--- config.mk ---
export PLATFORM = sky130hd
export DESIGN_NAME = regfile_wb_arbiter
export DESIGN_NICKNAME = d
export VERILOG_FILES = /design/src/rtl/regfile_wb_arbiter.sv
export SDC_FILE = /design/constraint.sdc
export NUM_CORES = 1
export LEC_CHECK = 0
export BUFFER_PORTS_ARGS = -buffer_cell sky130_fd_sc_hd__buf_2
export CORE_MARGIN = 10
export CORE_UTILIZATION = 38
export DETAILED_ROUTE_END_ITERATION = 6
export PLACE_DENSITY = 0.6
export SLEW_MARGIN = 25
export SYNTH_ARGS = -nofsm -noshare
export SYNTH_HDL_FRONTEND = slang
export SYNTH_SLANG_ARGS = --single-unit
--- constraint.sdc ---
create_clock -name write_clk -period 1.7 [get_ports write_clk]
set_clock_uncertainty 0.1 [all_clocks]
set_input_delay 0.085 -clock write_clk [delete_from_list [all_inputs] [get_ports write_clk]]
set_output_delay 0.085 -clock write_clk [all_outputs]
set_load 0.01 [all_outputs]
--- src/rtl/regfile_wb_arbiter.sv ---
// Arbitrates the single register-file write port between ALU and load writebacks.
// Each source has a one-entry hold; a starvation-guarded priority arbiter drains them.
module regfile_wb_arbiter #(
  parameter int DATA_W   = 64,
  parameter int ADDR_W   = 5,
  parameter int MAX_WAIT = 4,
  parameter int ZERO_REG = 31
) (
  input  logic              write_clk,
  input  logic              reset,
  input  logic              a_valid,
  output logic              a_ready,
  input  logic [ADDR_W-1:0] a_rd,
  input  logic [DATA_W-1:0] a_data,
  input  logic              l_valid,
  output logic              l_ready,
  input  logic [ADDR_W-1:0] l_rd,
  input  logic [DATA_W-1:0] l_data,
  output logic              regWrite,
  output logic [ADDR_W-1:0] write_reg,
  output logic [DATA_W-1:0] write_data,
  output logic [31:0]       pending
);

  localparam int WAIT_W = (MAX_WAIT < 1) ? 1 : $clog2(MAX_WAIT + 1);
  localparam logic [WAIT_W-1:0] WAIT_MAX = WAIT_W'(MAX_WAIT);
  localparam logic [ADDR_W-1:0] ZERO_IDX = ADDR_W'(ZERO_REG);

  typedef enum logic [1:0] {
    GNT_NONE = 2'd0,
    GNT_A    = 2'd1,
    GNT_L    = 2'd2
  } grant_e;

  logic              hold_a_v_q, hold_a_v_d;
  logic [ADDR_W-1:0] hold_a_rd_q, hold_a_rd_d;
  logic [DATA_W-1:0] hold_a_data_q, hold_a_data_d;
  logic              hold_l_v_q, hold_l_v_d;
  logic [ADDR_W-1:0] hold_l_rd_q, hold_l_rd_d;
  logic [DATA_W-1:0] hold_l_data_q, hold_l_data_d;
  logic [WAIT_W-1:0] wait_cnt_q, wait_cnt_d;
  logic              regwrite_q, regwrite_d;
  logic [ADDR_W-1:0] write_reg_q, write_reg_d;
  logic [DATA_W-1:0] write_data_q, write_data_d;
  logic [31:0]       pending_q, pending_d;

  grant_e grant_s;
  logic   a_accept_s;
  logic   l_accept_s;

  function automatic logic [31:0] rd_mask(input logic v, input logic [ADDR_W-1:0] rd);
    logic [31:0] m;
    m = 32'd0;
    for (int i = 0; i < 32; i++) begin
      if (v && (rd == ADDR_W'(i)) && (i != ZERO_REG)) begin
        m[i] = 1'b1;
      end else begin
        m[i] = 1'b0;
      end
    end
    return m;
  endfunction

  // Grant selection from hold state only, so ready never depends on valid.
  always_comb begin
    grant_s = GNT_NONE;
    if (hold_a_v_q && hold_l_v_q) begin
      if (wait_cnt_q >= WAIT_MAX) begin
        grant_s = GNT_A;
      end else begin
        grant_s = GNT_L;
      end
    end else if (hold_a_v_q) begin
      grant_s = GNT_A;
    end else if (hold_l_v_q) begin
      grant_s = GNT_L;
    end else begin
      grant_s = GNT_NONE;
    end
  end

  assign a_ready    = !hold_a_v_q || (grant_s == GNT_A);
  assign l_ready    = !hold_l_v_q || (grant_s == GNT_L);
  assign a_accept_s = a_valid && a_ready;
  assign l_accept_s = l_valid && l_ready;

  // Next-state for holds, starvation counter and the write-port registers.
  always_comb begin
    regwrite_d   = 1'b0;
    write_reg_d  = write_reg_q;
    write_data_d = write_data_q;
    hold_a_v_d   = hold_a_v_q;
    hold_l_v_d   = hold_l_v_q;
    case (grant_s)
      GNT_A: begin
        hold_a_v_d   = 1'b0;
        regwrite_d   = (hold_a_rd_q != ZERO_IDX);
        write_reg_d  = hold_a_rd_q;
        write_data_d = hold_a_data_q;
      end
      GNT_L: begin
        hold_l_v_d   = 1'b0;
        regwrite_d   = (hold_l_rd_q != ZERO_IDX);
        write_reg_d  = hold_l_rd_q;
        write_data_d = hold_l_data_q;
      end
      GNT_NONE: begin
        regwrite_d = 1'b0;
      end
      default: begin
        regwrite_d = 1'b0;
      end
    endcase

    // A refill on the same edge as a drain keeps one write per cycle per source.
    hold_a_v_d    = a_accept_s ? 1'b1   : hold_a_v_d;
    hold_a_rd_d   = a_accept_s ? a_rd   : hold_a_rd_q;
    hold_a_data_d = a_accept_s ? a_data : hold_a_data_q;
    hold_l_v_d    = l_accept_s ? 1'b1   : hold_l_v_d;
    hold_l_rd_d   = l_accept_s ? l_rd   : hold_l_rd_q;
    hold_l_data_d = l_accept_s ? l_data : hold_l_data_q;

    if (!hold_a_v_q || (grant_s == GNT_A)) begin
      wait_cnt_d = {WAIT_W{1'b0}};
    end else if ((grant_s == GNT_L) && (wait_cnt_q < WAIT_MAX)) begin
      wait_cnt_d = wait_cnt_q + WAIT_W'(1);
    end else begin
      wait_cnt_d = wait_cnt_q;
    end

    pending_d = rd_mask(hold_a_v_d, hold_a_rd_d) | rd_mask(hold_l_v_d, hold_l_rd_d);
  end

  // State registers with synchronous reset; held writes are dropped on reset.
  always_ff @(posedge write_clk) begin
    if (reset) begin
      hold_a_v_q    <= 1'b0;
      hold_a_rd_q   <= {ADDR_W{1'b0}};
      hold_a_data_q <= {DATA_W{1'b0}};
      hold_l_v_q    <= 1'b0;
      hold_l_rd_q   <= {ADDR_W{1'b0}};
      hold_l_data_q <= {DATA_W{1'b0}};
      wait_cnt_q    <= {WAIT_W{1'b0}};
      regwrite_q    <= 1'b0;
      write_reg_q   <= {ADDR_W{1'b0}};
      write_data_q  <= {DATA_W{1'b0}};
      pending_q     <= 32'd0;
    end else begin
      hold_a_v_q    <= hold_a_v_d;
      hold_a_rd_q   <= hold_a_rd_d;
      hold_a_data_q <= hold_a_data_d;
      hold_l_v_q    <= hold_l_v_d;
      hold_l_rd_q   <= hold_l_rd_d;
      hold_l_data_q <= hold_l_data_d;
      wait_cnt_q    <= wait_cnt_d;
      regwrite_q    <= regwrite_d;
      write_reg_q   <= write_reg_d;
      write_data_q  <= write_data_d;
      pending_q     <= pending_d;
    end
  end

  assign regWrite   = regwrite_q;
  assign write_reg  = write_reg_q;
  assign write_data = write_data_q;
  assign pending    = pending_q;

endmodule

# Word-level counts from Yosys, hierarchy flattened
# Cells that the tools add are included.
[op_classes]
reduce_logical = 74
n_eq_ne = 64
order_cmp = 2
add_sub_neg = 1
bitwise = 1
mux = 75
[ops]
columns = ["operator", "n"]
rows = [
  ["$eq 5x5->1 const B", 30],
  ["$pmux 64 s2", 1],
  ["$eq 5x4->1 const B", 16],
  ["$logic_and 1x1->1", 66],
  ["$mux 1", 66],
  ["$eq 5x3->1 const B", 8],
  ["$or 31x31->31", 1],
  ["$eq 5x2->1 const B", 4],
  ["$eq 5x1->1 const B", 2],
  ["$logic_not 5->1", 2],
  ["$mux 5", 2],
  ["$ne 5x5->1 const B", 2],
  ["$pmux 5 s2", 1],
  ["$mux 2", 4],
  ["$add 3x1->3 const B", 1],
  ["$ge 3x3->1 const B", 1],
  ["$lt 3x3->1 const B", 1],
  ["$eq 2x1->1 const B", 1],
  ["$eq 2x2->1 const B", 1],
  ["$logic_not 1->1", 2],
  ["$logic_or 1x1->1", 2],
  ["$pmux 1 s2", 1],
  ["$reduce_bool 2->1", 1],
  ["$reduce_or 2->1", 1],
]
[word_totals]
word_cells = 228
reg_bits = 245
inputBits = 142

# Depth between registers and ports, before layout
[depth]
ltp_word = 11
ltp_mapped = 8
mapped_depth_nobuf = 5

# Least setup slack after synthesis
# No wires, ideal clock.
[synth_timing]
path_kind = "register to register"
from = "register hold_a_v_q"
to = "register pending_q[4], in the netlist pending[4]"
setup_slack_ns = 0.090
n_path_buf = 1
path_stages_with_launch = 7
t_required_ns = 1.483
arrival_time_ns = 1.393
setup_ns = 0.117
path_cell_list = "dfxtp_1 and3b_1 buf_6 inv_4 mux2_4 a21boi_1 a22o_1"
[synth_between]
elab_chain_cells = 10
elab_cells_between_ends = 23
cone_classes = "4 x eq/ne; 10 x mux; 1 x bitwise; 8 x reduce/logical"
[synth_rtl]
columns = ["item", "line", "rtl"]
rows = [
  ["start: declaration", "35", "logic hold_a_v_q, hold_a_v_d;"],
  ["start signal: assignment", "149", "hold_a_v_q <= hold_a_v_d;"],
  ["$mux 2 or $logic_and 1x1->1 (tied branches)", "73, 67", ""],
  ["$mux 2", "67", "if (hold_a_v_q && hold_l_v_q) begin"],
  ["$eq 2x1->1 or $eq 2x2->1 (tied branches)", "82, 94, 83", ""],
  ["$logic_or 1x1->1 (on tied branches)", "82, 83", ""],
  ["$logic_and 1x1->1 (on tied branches)", "84, 85", ""],
  ["$mux 5 (on tied branches)", "117, 120", ""],
  ["$eq 5x3->1", "55", "if (v && (rd == ADDR_W'(i)) && (i != ZERO_REG)) begin"],
  ["$logic_and 1x1->1", "55", ""],
  ["$mux 1", "55", ""],
  ["$or 31x31->31 (*)", "131", "pending_d = rd_mask(hold_a_v_d, hold_a_rd_d) | rd_mask(hold_l_v_d, hold_l_rd_d);"],
  ["end signal: assignment", "159", "pending_q <= pending_d;"],
  ["end: declaration", "45", "logic [31:0] pending_q, pending_d;"],
]
# Every way passes the cells marked *; elsewhere a longest branch is shown, timed or not.
# A chain may end at the register's enable or synchronous reset.

# Worst setup path in the final report
[layout_timing]
from = "register hold_a_v_q"
to = "register pending_q[8], in the netlist pending[8]"
[layout_between]
elab_chain_cells = 10
elab_cells_between_ends = 23
cone_classes = "4 x eq/ne; 10 x mux; 1 x bitwise; 8 x reduce/logical"
[layout_rtl]
columns = ["item", "line"]
rows = [
  ["$mux 2 or $logic_and 1x1->1 (tied branches)", "73, 67"],
  ["$mux 2", "67"],
  ["$eq 2x1->1 or $eq 2x2->1 (tied branches)", "82, 94, 83"],
  ["$logic_or 1x1->1 (on tied branches)", "82, 83"],
  ["$logic_and 1x1->1 (on tied branches)", "84, 85"],
  ["$mux 5 (on tied branches)", "117, 120"],
  ["$eq 5x4->1", "55"],
  ["$logic_and 1x1->1", "55"],
  ["$mux 1", "55"],
  ["$or 31x31->31 (*)", "131"],
]
# Marks and branches as above.

==> out/metrics.yaml <==
regToRegStartpoint: "hold_a_v_q"
hold_viol_final: 0
cts_buffers: 26
syn_area_um2: 9400
ys.flop_type: "dfxtp_1"
ys_seq_area_frac: 0.519
setup_slack_ps: -29.5
worst_r2r_path_depth: 5
synth.area.top_cells: "dfxtp_1, nand2_1, a21oi_1, mux2i_1, o21ai_0"
end_kind: "flip-flop"
die_h_um: 177
drt_wl_total_um: 31600
ant_nets: 0
overflow: 0
cap_viol_max_count: 0
critPathTopFamily: "simple AND/OR/NAND/NOR gates"
min_to: "pending[29]"
crit_path_max_incr_delay_ps: 450
rows: 57
synth_cells: 1115
path_buf_inv: 1
yosys.area_share.adder: 0.00133
violations: "negative setup slack"
gr-usage-all-layers: 0.190
cp_max_fo: 5
synth_compound_area_frac: 0.178
synth-seq-cells: 244
clock_latency_ps: 530
wl_per_cell_um: 17.0
antenna_found_initial: 1
die_area_um2: 31400
yosysTopAreaCellShare: 0.519
hold_slack_ps: 31.5
slew_viol_final: 0
nets: 1657
synth-simple-area-share: 0.180
period_needed_ps: 1730
slew_headroom: 0.567
synth_most_common_cell: "nand2_1"
synth.avg_cell_area_um2: 8.43
ioPinCount: 246
rsz0062_at_grt: "true"
root_buffer: "clkbuf_16"
cts_tree: "done"
coreArea_um2: 24300
path_class: "reg2reg"
numPortBuffers: 244
max_freq_ghz: 0.578
place_hpwl_um: 20100
final_util: 0.569
ir_drop_mv: 0.558
die_w_um: 177
cts.sinks: 244
synth_xor_area_frac: 0
drt_iter0_markers: 455
muxShareOfSynthArea: 0.0784
min_path_type: "in2reg"
critPathLaunchType: "flip-flop"
h-tree-depth: 1
synth_nets: 1258
diodes: 0
outcome: "complete, but fails checks"
dp_slack_ps: -72.8
yosysWarnings: 0
finalWeightedCongestion: 0.838
initial_core_util: 0.387
synthTopCellsByCount: "nand2_1, dfxtp_1, a21oi_1, o21ai_0, mux2i_1"
setup_viol: 11
grt_max_degree: 58
final_area_um2: 13800
p_total_mw: 13.5
crit_arrival_ps: 2080
grt_pass1_vias: 9092
clkTransAtPathRegs_ps: 60
critPathRequiredTime_ps: 2050
cts_buffer_depth: 3
drive_above_1_share: 0.254
first_pass_iters: 5
p_leak_nw: 5.89
rr_endpoint: "pending[8]"
synth_cell_type_count: 48
worst_pin_slew_ps: 649
ys_async_sr_fraction: 0
p_per_area_nw_per_um2: 978
placed_cell_area_um2: 11300
drc_errors: 0
crit_slowest_cell: "or4_4"
grt_pass1_wl_um: 49100
vias: 9213
reg2reg_setup_slack_ps: -30
avgViaCountPerCell: 4.96
synth_top_cell_by_area: "dfxtp_1"
hp-start: "a_valid"
synth-edff-count: 0
synth_top_family_by_area: "simple AND/OR/NAND/NOR gates"
post-route-period-util: 1.02
area_growth_pct: 47.2
path_cells: "and3b_2, buf_6, or4_4, a21o_1, o22ai_1"
hold_depth: 4
==> layout by cell type (no fill, tap or decap), types with 9 or more instances in the layout <==
| cell type | synthesis | routed |
|---|---|---|
| nand2_1 | 349 | 349 |
| buf_12 | 0 | 13 |
| dlygate4sd3_1 | 0 | 142 |
| clkbuf_16 | 0 | 29 |
| a22o_1 | 23 | 23 |
| o21ai_0 | 84 | 80 |
| buf_4 | 6 | 46 |
| nand4b_1 | 9 | 9 |
| a21oi_1 | 158 | 152 |
| mux2i_1 | 71 | 68 |
| dfxtp_1 | 244 | 241 |
| buf_2 | 27 | 242 |
==> kinds of logic (layout without fill, tap and decap cells) <==
kind of cell | after synthesis | after routing
AOI/OAI and AO/OA | 300 | 300
adders and majority gates | 1 | 1
buffers and inverters | 86 | 504
DFF | 244 | 244
muxes | 73 | 73
other | 1 | 1
and+or+nand+nor | 410 | 410
==> area by class of cell <==
class | instances | area [um^2]
fillers | 2153 | 10500
flip-flops and latches | 244 | 4890
multi-input cells | 785 | 4250
repair buffers | 451 | 3370
clock buffers | 36 | 738
well taps | 324 | 405
clock inverters | 11 | 150
inverters | 6 | 32.5
==> per-layer routing <==
metal	part of all wire	up-vias	global-route usage
met5	0.00054	-	0
met4	0.023	2	0.0566
met3	0.066	54	0.0416
met2	0.48	292	0.322
met1	0.43	4281	0.238
li1	-	4584	-
==> through the flow <==
step | TNS (ps) | cells
global route | -1460 | 1857
floorplan | 0 | 1115
CTS | -288 | 1855
finish | -151 | 1857
detailed placement | -623 | 1663
global placement | -224 | 1663
==> power by group <==
group	internal (mW)	switching, mW
registers	5.98	0.152
clock network	3.49	2.28
logic	0.796	0.848
==> how the worst max path moves through the flow <==
stage                        endpoint  slack [ps]          start  cells past startpoint
final                      pending[8]         -30     hold_a_v_q                      5
after CTS                  pending[8]         -50     hold_a_v_q                      5
after detailed placement  pending[16]         -70  wait_cnt_q[2]                      5
after global placement     pending[5]         -20  wait_cnt_q[2]                      5
after floorplan            pending[4]          90     hold_a_v_q                      6
after global routing       pending[8]        -110  wait_cnt_q[2]                      5
==> tightest hold or removal path: cells and delay by family <==
kind / cells / cell delay (ps)
buffers and inverters: 1 / 140
and+or+nand+nor: 1 / 100
AOI/OAI and AO/OA: 2 / 270
==> repair_timing <==
item                                    CTS  global route
pin swaps                                 4             8
hold buffers                            142             0
gates resized for setup                  13            25
cloned                                    0             3
endpoints found under the setup margin   27            86
hold endpoints to repair                143             0
buffers inserted                          3             0
(Power assumes the default switching activity.)
